[src/rtl/ft245_pkg.sv]
// Shared encodings for the FT245 out-FIFO packet arbiter.
package ft245_pkg;

  typedef enum logic [1:0] {
    ST_IDLE = 2'b00,
    ST_OWN0 = 2'b01,
    ST_OWN1 = 2'b10
  } state_t;

  localparam logic [1:0] GNT_NONE = 2'b00;
  localparam logic [1:0] GNT_0    = 2'b01;
  localparam logic [1:0] GNT_1    = 2'b10;

  localparam int DEF_MAX_PKT_LEN = 512;

  function automatic logic [1:0] gnt_of(input logic idx);
    return idx ? GNT_1 : GNT_0;
  endfunction

endpackage

[src/rtl/ft245_rr_pick.sv]
// Two-way requester picker: strict priority for requester 1, or round-robin
// where a tie goes to whichever requester did not own the last packet.
module ft245_rr_pick (
  input  logic valid0,
  input  logic valid1,
  input  logic last_owner,
  input  logic prio,
  output logic winner,
  output logic any_valid
);

  always_comb begin
    any_valid = valid0 | valid1;
    if (prio)
      winner = valid1;
    else if (valid0 && valid1)
      winner = ~last_owner;
    else
      winner = valid1;
  end

endmodule

[src/rtl/ft245_out_arbiter.sv]
// Packet-granular arbiter sharing the FT245 bridge out-FIFO write port between
// the command-response stream (req0) and the interrupt/status stream (req1).
//
// state   | meaning
// IDLE    | no owner; arbitrate between valid requesters
// OWN0    | requester 0 owns the write port until last or truncation
// OWN1    | requester 1 owns the write port until last or truncation
module ft245_out_arbiter
  import ft245_pkg::*;
#(
  parameter int MAX_PKT_LEN = DEF_MAX_PKT_LEN,
  parameter int CNT_WIDTH   = 10,
  parameter int PRIO_REQ1   = 0
) (
  input  logic       clk,
  input  logic       rst_n,
  input  logic       req0_valid,
  input  logic [7:0] req0_data,
  input  logic       req0_last,
  output logic       req0_ready,
  input  logic       req1_valid,
  input  logic [7:0] req1_data,
  input  logic       req1_last,
  output logic       req1_ready,
  output logic       out_fifo_wr,
  output logic [7:0] out_fifo_data,
  input  logic       out_fifo_full,
  output logic [1:0] grant,
  output logic       pkt_trunc,
  output logic       trunc_src
);

  state_t               state;
  logic [CNT_WIDTH-1:0] byte_cnt;
  logic                 last_owner;
  logic                 own0, own1, own_idx;
  logic                 cur_valid, cur_last;
  logic                 xfer, cnt_at_max;
  logic                 pick_winner, pick_any;

  ft245_rr_pick u_pick (
    .valid0     (req0_valid),
    .valid1     (req1_valid),
    .last_owner (last_owner),
    .prio       (PRIO_REQ1 != 0),
    .winner     (pick_winner),
    .any_valid  (pick_any)
  );

  // Gating with rst_n keeps the write port quiet during the reset cycle itself,
  // so a packet interrupted by reset never leaks another byte.
  assign own0    = rst_n && (state == ST_OWN0);
  assign own1    = rst_n && (state == ST_OWN1);
  assign own_idx = (state == ST_OWN1);

  always_comb begin
    cur_valid     = 1'b0;
    cur_last      = 1'b0;
    out_fifo_data = 8'h00;
    if (own0) begin
      cur_valid     = req0_valid;
      cur_last      = req0_last;
      out_fifo_data = req0_data;
    end else if (own1) begin
      cur_valid     = req1_valid;
      cur_last      = req1_last;
      out_fifo_data = req1_data;
    end
  end

  assign req0_ready  = own0 && !out_fifo_full;
  assign req1_ready  = own1 && !out_fifo_full;
  assign out_fifo_wr = cur_valid && !out_fifo_full;
  assign xfer        = out_fifo_wr;
  // This transfer brings the count up to MAX_PKT_LEN.
  assign cnt_at_max  = (byte_cnt == CNT_WIDTH'(MAX_PKT_LEN - 1));

  always_ff @(posedge clk) begin
    if (!rst_n) begin
      state      <= ST_IDLE;
      grant      <= GNT_NONE;
      byte_cnt   <= '0;
      last_owner <= 1'b1;
      pkt_trunc  <= 1'b0;
      trunc_src  <= 1'b0;
    end else begin
      case (state)
        ST_IDLE: begin
          byte_cnt <= '0;
          if (pick_any) begin
            state <= pick_winner ? ST_OWN1 : ST_OWN0;
            grant <= gnt_of(pick_winner);
          end
        end
        ST_OWN0, ST_OWN1: begin
          if (xfer) begin
            if (cur_last) begin
              state      <= ST_IDLE;
              grant      <= GNT_NONE;
              byte_cnt   <= '0;
              last_owner <= own_idx;
            end else if (cnt_at_max) begin
              state      <= ST_IDLE;
              grant      <= GNT_NONE;
              byte_cnt   <= '0;
              last_owner <= own_idx;
              pkt_trunc  <= 1'b1;
              trunc_src  <= own_idx;
            end else if (byte_cnt != '1) begin
              byte_cnt <= byte_cnt + 1'b1;
            end
          end
        end
        default: begin
          state <= ST_IDLE;
          grant <= GNT_NONE;
        end
      endcase
    end
  end

endmodule

[config.mk]
export PLATFORM = sky130hd
export DESIGN_NAME = ft245_out_arbiter
export DESIGN_NICKNAME = d
export VERILOG_FILES = /design/src/rtl/ft245_pkg.sv /design/src/rtl/ft245_rr_pick.sv /design/src/rtl/ft245_out_arbiter.sv
export SDC_FILE = /design/constraint.sdc
export NUM_CORES = 1
export LEC_CHECK = 0
export BUFFER_PORTS_ARGS = -buffer_cell sky130_fd_sc_hd__buf_2
export CAP_MARGIN = 15
export CORE_MARGIN = 5
export CORE_UTILIZATION = 45
export CTS_CLUSTER_DIAMETER = 40
export DETAILED_ROUTE_END_ITERATION = 6
export PLACE_DENSITY = 0.86
export SYNTH_ARGS = -nofsm -noshare
export SYNTH_HDL_FRONTEND = slang
export SYNTH_SLANG_ARGS = --single-unit
[constraint.sdc]
create_clock -name clk -period 1.9 [get_ports clk]
set_clock_uncertainty 0.05 [all_clocks]
set_input_delay 0.095 -clock clk [delete_from_list [all_inputs] [get_ports clk]]
set_output_delay 0.095 -clock clk [all_outputs]
set_load 0.01 [all_outputs]
==> results of run 1 <==
## cell families after synthesis
logic type / synth area share, %
buffers and inverters: 4.910
and+or+nand+nor: 31.81
DFF: 26.79
muxes: 4.576
adders and majority gates: 5.580
AOI/OAI and AO/OA: 26.34
## placed cells by master (no fill, tap or decap), drive strengths merged
cell | synthesis | routed
a211oi | 1 | 1
a21boi | 1 | 1
a21o | 1 | 1
a21oi | 2 | 2
a221o | 5 | 5
a221oi | 2 | 2
a22oi | 9 | 9
a311oi | 1 | 1
a31oi | 2 | 2
a32o | 1 | 1
a32oi | 1 | 1
a41o | 1 | 1
a41oi | 2 | 2
and2 | 4 | 4
and3 | 7 | 7
and4 | 5 | 5
and4b | 1 | 1
buf | 4 | 53
clkbuf | 1 | 3
clkinv | 0 | 1
dfxtp | 15 | 15
ha | 5 | 5
inv | 7 | 7
mux2 | 1 | 1
mux2i | 4 | 4
nand2 | 12 | 12
nand2b | 1 | 1
nand3 | 9 | 9
nand3b | 1 | 1
nand4 | 5 | 5
nand4b | 1 | 1
nor2 | 16 | 16
nor2b | 2 | 2
nor3 | 2 | 2
nor3b | 1 | 1
o211ai | 1 | 1
o21a | 1 | 1
o21ai | 3 | 3
o221ai | 1 | 1
o31ai | 1 | 1
## metrics by stage
stage                     TNS [ns]  cell area, um^2  worst slack, ns  instances  total power, mW
after floorplan                  0             1154         0.005053        140           0.8624
after global placement           0             1445          0.03524        215            1.074
after detailed placement  -0.05350             1445         -0.01924        215            1.105
after CTS                        0             1504         0.005014        221            1.335
after global routing      -0.05052             1568         -0.02861        222            1.525
final                            0             1568         0.001286        222            1.462
## path summary, 6_finish.rpt
check	endpoint	depth (start not counted)	slack, ns	start
hold reg to reg	trunc_src	2	0.44	trunc_src
setup reg to reg	byte_cnt[7]	6	0.001	state[1]
setup / recovery	byte_cnt[7]	6	0.001	state[1]
hold / removal	state[1]	3	0.06	req1_valid
## layer usage
metal  routed length (um)  vias to the layer above  track usage [%]
li1                     -                      647                -
met1                 1489                      654            26.67
met2                 1860                       79            32.72
met3                  268                       26            3.024
met4                  181                        0            10.44
met5                    0                        -                0
## sequential cells by signal, indices dropped and copies added (netlist names)
| name | count |
|---|---|
| last_owner | 1 |
| pkt_trunc | 1 |
| state | 2 |
| trunc_src | 1 |
| byte_cnt | 10 |
## worst max-delay path: cells and delay by family (launching register included)
kind                     cells  cell delay (ns)
AO/OA/AOI/OAI                3             0.97
adder cells (fa/ha/maj)      1             0.17
flip-flops                   1             0.38
buffers and inverters        1             0.05
AND/OR/NAND/NOR              1             0.19
## where the power goes
part	switching [mW]	total (mW)	internal, mW
clock network	0.125	0.203	0.0786
registers	0.0241	0.359	0.335
logic	0.465	0.900	0.434
## layout make-up
type	instances	area (um^2)
fillers	199	864.6
well taps	30	37.54
flip-flops and latches	15	307.8
inverters	7	31.28
clock buffers	3	22.52
clock inverters	1	5.005
repair buffers	53	309.0
multi-input cells	113	854.6
## timing repair
action | in CTS | in global routing
resized for setup | 5 | 10
setup buffers | 2 | 1
setup endpoints to repair | 9 | 19
pin swaps | 7 | 3
==> results.py, run 1 <==
metrics = {
    "critical_path": {
        "path_cells": "inv_4, ha_4, nand3b_1, a221o_1, a32o_2, a221o_1",
        "cp-start-kind": "register",
        "crit_type": "reg -> reg",
        "crit_arrival_ns": 2.05,
        "crit_top_cell": "a221o_1",
        "cpMaxStageDelayCell": "dfxtp_4",
        "slowest_delay_ns": 0.38,
        "end_kind": "register",
        "crit_required_ns": 2.05,
        "path_max_fanout": 6,
    },
    "cells_and_area": {
        "finish.net_count": 221,
        "syn_to_final_growth_pct": 39.84,
        "fin_util_pct": 64.45,
        "drive_gt1_share_pct": 40.63,
        "antennaDiodeCount": 0,
    },
    "cts": {
        "worstSkewPairLatency_ns": 0.30,
        "clock-sinks": 15,
        "cts-buffers-inserted": 3,
        "cts_hold_buf": 0,
        "cts.path.max_buffers": 2,
        "clk_pin_slew_worst_paths_ns": 0.11,
        "h-tree-depth": 1,
        "cts_tree": "done",
        "cts-root-buf": "clkbuf_4",
    },
    "detailed_routing": {
        "detail_route.iter0.violations": 86,
        "vias": 1406,
        "drt_first_pass_iters": 4,
        "drc": 0,
        "viasPerCell": 6.333,
        "final_antenna_net_count": 0,
        "drt-total-wl_um": 3800,
        "routedWlPerCell_um": 17.12,
    },
    "grt": {
        "grtUsageTotal_pct": 20.53,
        "grt_pass1_wl_um": 5644,
        "antenna_found_initial": 0,
        "first_global_vias": 1261,
        "grt_overflow": 0,
        "grt_max_degree": 15,
    },
    "yosys": {
        "ys_async_sr_fraction_pct": 0,
        "synth-warning-count": 0,
        "synth_nets": 168,
        "synth_area_mm2": 0.001121,
        "synth-edff-count": 0,
        "seq_area_frac_synth_pct": 26.79,
        "ys_types": 43,
        "ys_ff_latch": 15,
        "synthTopCellsByArea": "dfxtp_1 (27%), a22oi_1 (6.0%), ha_1 (5.6%), nor2_1 (5.4%), a221o_1 (4.5%)",
        "synthMostInstantiatedCell": "nor2_1",
        "synth-main-ff-cell": "dfxtp_1",
        "syn_avg_cell_area_um2": 8.008,
        "yosysTopAreaCell": "dfxtp_1",
        "yosysTopAreaCellShare_pct": 26.79,
        "synthTopCellsByCount": "nor2_1 (16), dfxtp_1 (15), nand2_1 (12)",
        "synthCells": 140,
    },
    "power_and_ir_drop": {
        "irDropWorstVdd_uv": 830.1,
        "p_leak_nw": 0.7105,
        "power_density_mw_per_mm2": 932.3,
    },
    "sta": {
        "period_minus_slack_ns": 1.899,
        "min_period_over_period_pct": 99.93,
        "rsz0062_at_grt": "yes",
        "holdWs_ns": 0.06238,
        "relSlewSlack_pct": 79.60,
        "final_hold_viol_count": 0,
        "worst-slew-pin-transition_ns": 0.3047,
        "slew_viol_final": 0,
        "max_freq_ghz": 0.5267,
        "setup_violations": 0,
    },
    "die": {
        "die_h_um": 59.91,
        "dieArea_mm2": 0.003589,
        "rows": 18,
        "io_pins": 38,
        "core_area_mm2": 0.002432,
        "start_util_pct": 46.09,
        "chipWidth_um": 59.91,
    },
    "place": {
        "portBuffers": 37,
        "gp_congestion": 0.8987,
        "post-dp-hpwl_um": 2695,
    },
    "outcome": {
        "outcome": "complete, no violations",
    },
    "run": {
        "drv_cap": 0,
    },
    "hold_path": {
        "hold_class": "in -> reg",
    },
}
Note: power is estimated with default switching activity, not from simulation.
==> run 2, diff against run 1 <==
Settings changed: PLACE_DENSITY 0.86 to 0.8.
==> run 2 against run 1 <==
  * The run now ends with negative setup slack left
  * Sequential power fell by 1%
  * Final cell count increased by 2.3%
  * Worst hold slack improved by 0.012 ns
  * Wire length is 6.2% lower
  * Non-clock buffer count is 5 higher
  * Critical path type unchanged
==> results.py, run 2 (synthesis gave the netlist of run 1 again) <==
metrics = {
    "sta": {
        "worst-slew-pin-transition_ns": 0.3283,
        "setup_violations": 1,
        "fin_ws_ns": -0.007685,
        "final_hold_viol_count": 0,
        "relSlewSlack_pct": 78.02,
        "min_period_over_period_pct": 100.4,
        "slew_viol_final": 0,
        "period_minus_slack_ns": 1.908,
        "rsz0062_at_grt": "yes",
        "holdWs_ns": 0.07432,
        "max_freq_ghz": 0.5242,
    },
    "cells_and_area": {
        "syn_to_final_growth_pct": 42.75,
        "nFillCells": 201,
        "finish.net_count": 226,
        "top_regs": "byte_cnt x10, state x2",
        "final_cell_mix": "buf_2 (37), buf_4 (20), nor2_1 (16)",
        "postLayoutCellArea_mm2": 0.001600,
        "drive_gt1_share_pct": 41.12,
        "antennaDiodeCount": 0,
        "fin_util_pct": 65.79,
        "multi_input_area_um2": 852.1,
        "regMostFlops": "byte_cnt",
        "largest_reg_flops": 10,
        "final_common_cell": "buf_2",
        "seqCellArea_um2": 307.8,
    },
    "die": {
        "die_h_um": 59.91,
        "core_area_mm2": 0.002432,
        "dieArea_mm2": 0.003589,
        "chipWidth_um": 59.91,
        "io_pins": 38,
        "rows": 18,
        "start_util_pct": 46.09,
    },
    "power_and_ir_drop": {
        "power_density_mw_per_mm2": 920.4,
        "p_leak_nw": 0.7353,
        "irDropWorstVdd_uv": 674.6,
        "power_mw": 1.473,
    },
    "detailed_routing": {
        "final_antenna_net_count": 0,
        "drt-total-wl_um": 3565,
        "viasPerCell": 6.022,
        "vias": 1367,
        "met2_length_um": 1761,
        "routed.top_layer": "met4",
        "drc": 0,
        "wl_met1_um": 1427,
        "routedWlPerCell_um": 15.70,
        "drt_first_pass_iters": 4,
        "detail_route.iter0.violations": 86,
        "wl_met3_um": 309,
    },
    "critical_path": {
        "cp-start-kind": "register",
        "r2r_slack_ns": -0.008,
        "crit_required_ns": 2.03,
        "path_max_fanout": 5,
        "r2r-start": "state[1]",
        "timing.rr.end": "byte_cnt[2]",
        "end_kind": "register",
        "crit_arrival_ns": 2.04,
        "crit_type": "reg -> reg",
        "ff2ff_path_depth": 6,
    },
    "hold_path": {
        "holdPathEnd": "state[1]",
        "hold_class": "in -> reg",
        "hold_depth": 3,
        "worstHoldStart": "req1_valid",
    },
    "place": {
        "place_area_mm2": 0.001468,
        "post-dp-hpwl_um": 2654,
        "gp_congestion": 0.9115,
        "portBuffers": 37,
    },
    "cts": {
        "cts.path.max_buffers": 2,
        "h-tree-depth": 1,
        "clk_pin_slew_worst_paths_ns": 0.09,
        "cts-buffers-inserted": 3,
        "cts_hold_buf": 0,
        "worstSkewPairLatency_ns": 0.29,
        "cts_tree": "done",
        "clock-sinks": 15,
        "cts-root-buf": "clkbuf_4",
    },
    "run": {
        "drv_cap": 0,
    },
    "grt": {
        "grt_pass1_wl_um": 5554,
        "grt_max_degree": 15,
        "first_global_vias": 1268,
        "grtUsageTotal_pct": 19.87,
        "antenna_found_initial": 0,
        "grt_overflow": 0,
    },
    "outcome": {
        "violations": "negative setup slack",
        "outcome": "finished with violations",
    },
}
## run 2: critical path, cell delays in order, from the launching register on
cell      delay (ns)
dfxtp_4         0.39
inv_4           0.05
ha_4            0.25
a21boi_4        0.15
a221o_1         0.33
a32o_2          0.26
a221o_1         0.32
## run 2: worst max-delay path by stage
stage              from           to  slack, ns  depth (start not counted)
3_5_place_dp   state[0]  byte_cnt[2]      -0.02                          6
4_1_cts        state[1]  byte_cnt[2]     -0.007                          6
6_report       state[1]  byte_cnt[2]     -0.008                          6
5_1_grt        state[1]  byte_cnt[2]      -0.05                          6
3_3_place_gp   state[0]  byte_cnt[7]       0.03                          6
2_1_floorplan  state[0]  byte_cnt[2]      0.005                          6
## run 2: power breakdown
group	leakage, nW	switching [mW]	internal, mW
clock	0.0177	0.111	0.0783
combinational	0.595	0.452	0.477
sequential	0.123	0.0203	0.335
## run 2: what timing repair did
| item | CTS | global route |
|---|---|---|
| hold endpoints to repair | 0 | 0 |
| resized for setup | 4 | 9 |
| setup buffers | 4 | 1 |
| setup endpoints to repair | 8 | 18 |
| pin swaps | 7 | 2 |
## run 2: through the flow
step                setup slack [ns]  instances  setup TNS [ns]
floorplan                   0.005053        140               0
global placement             0.03117        218               0
detailed placement          -0.02195        218        -0.05168
CTS                        -0.007208        226        -0.01269
global route                -0.05000        227         -0.1877
finish                     -0.007685        227       -0.007685
## run 2: per-layer routing
layer	GRT usage (%)	vias to the layer above
met1	23.77	634
met4	6.329	0
met3	4.752	10
met5	0	-
li1	-	660
met2	34.57	63
## run 2: layout make-up
| class | count | area share, % |
|---|---|---|
| multi-input combinational | 113 | 53.24 |
| timing repair buffer | 58 | 21.66 |
| sequential | 15 | 19.23 |
| tap | 30 | 2.346 |
| inverter | 7 | 1.798 |
| clock buffer | 3 | 1.407 |
| clock inverter | 1 | 0.3127 |
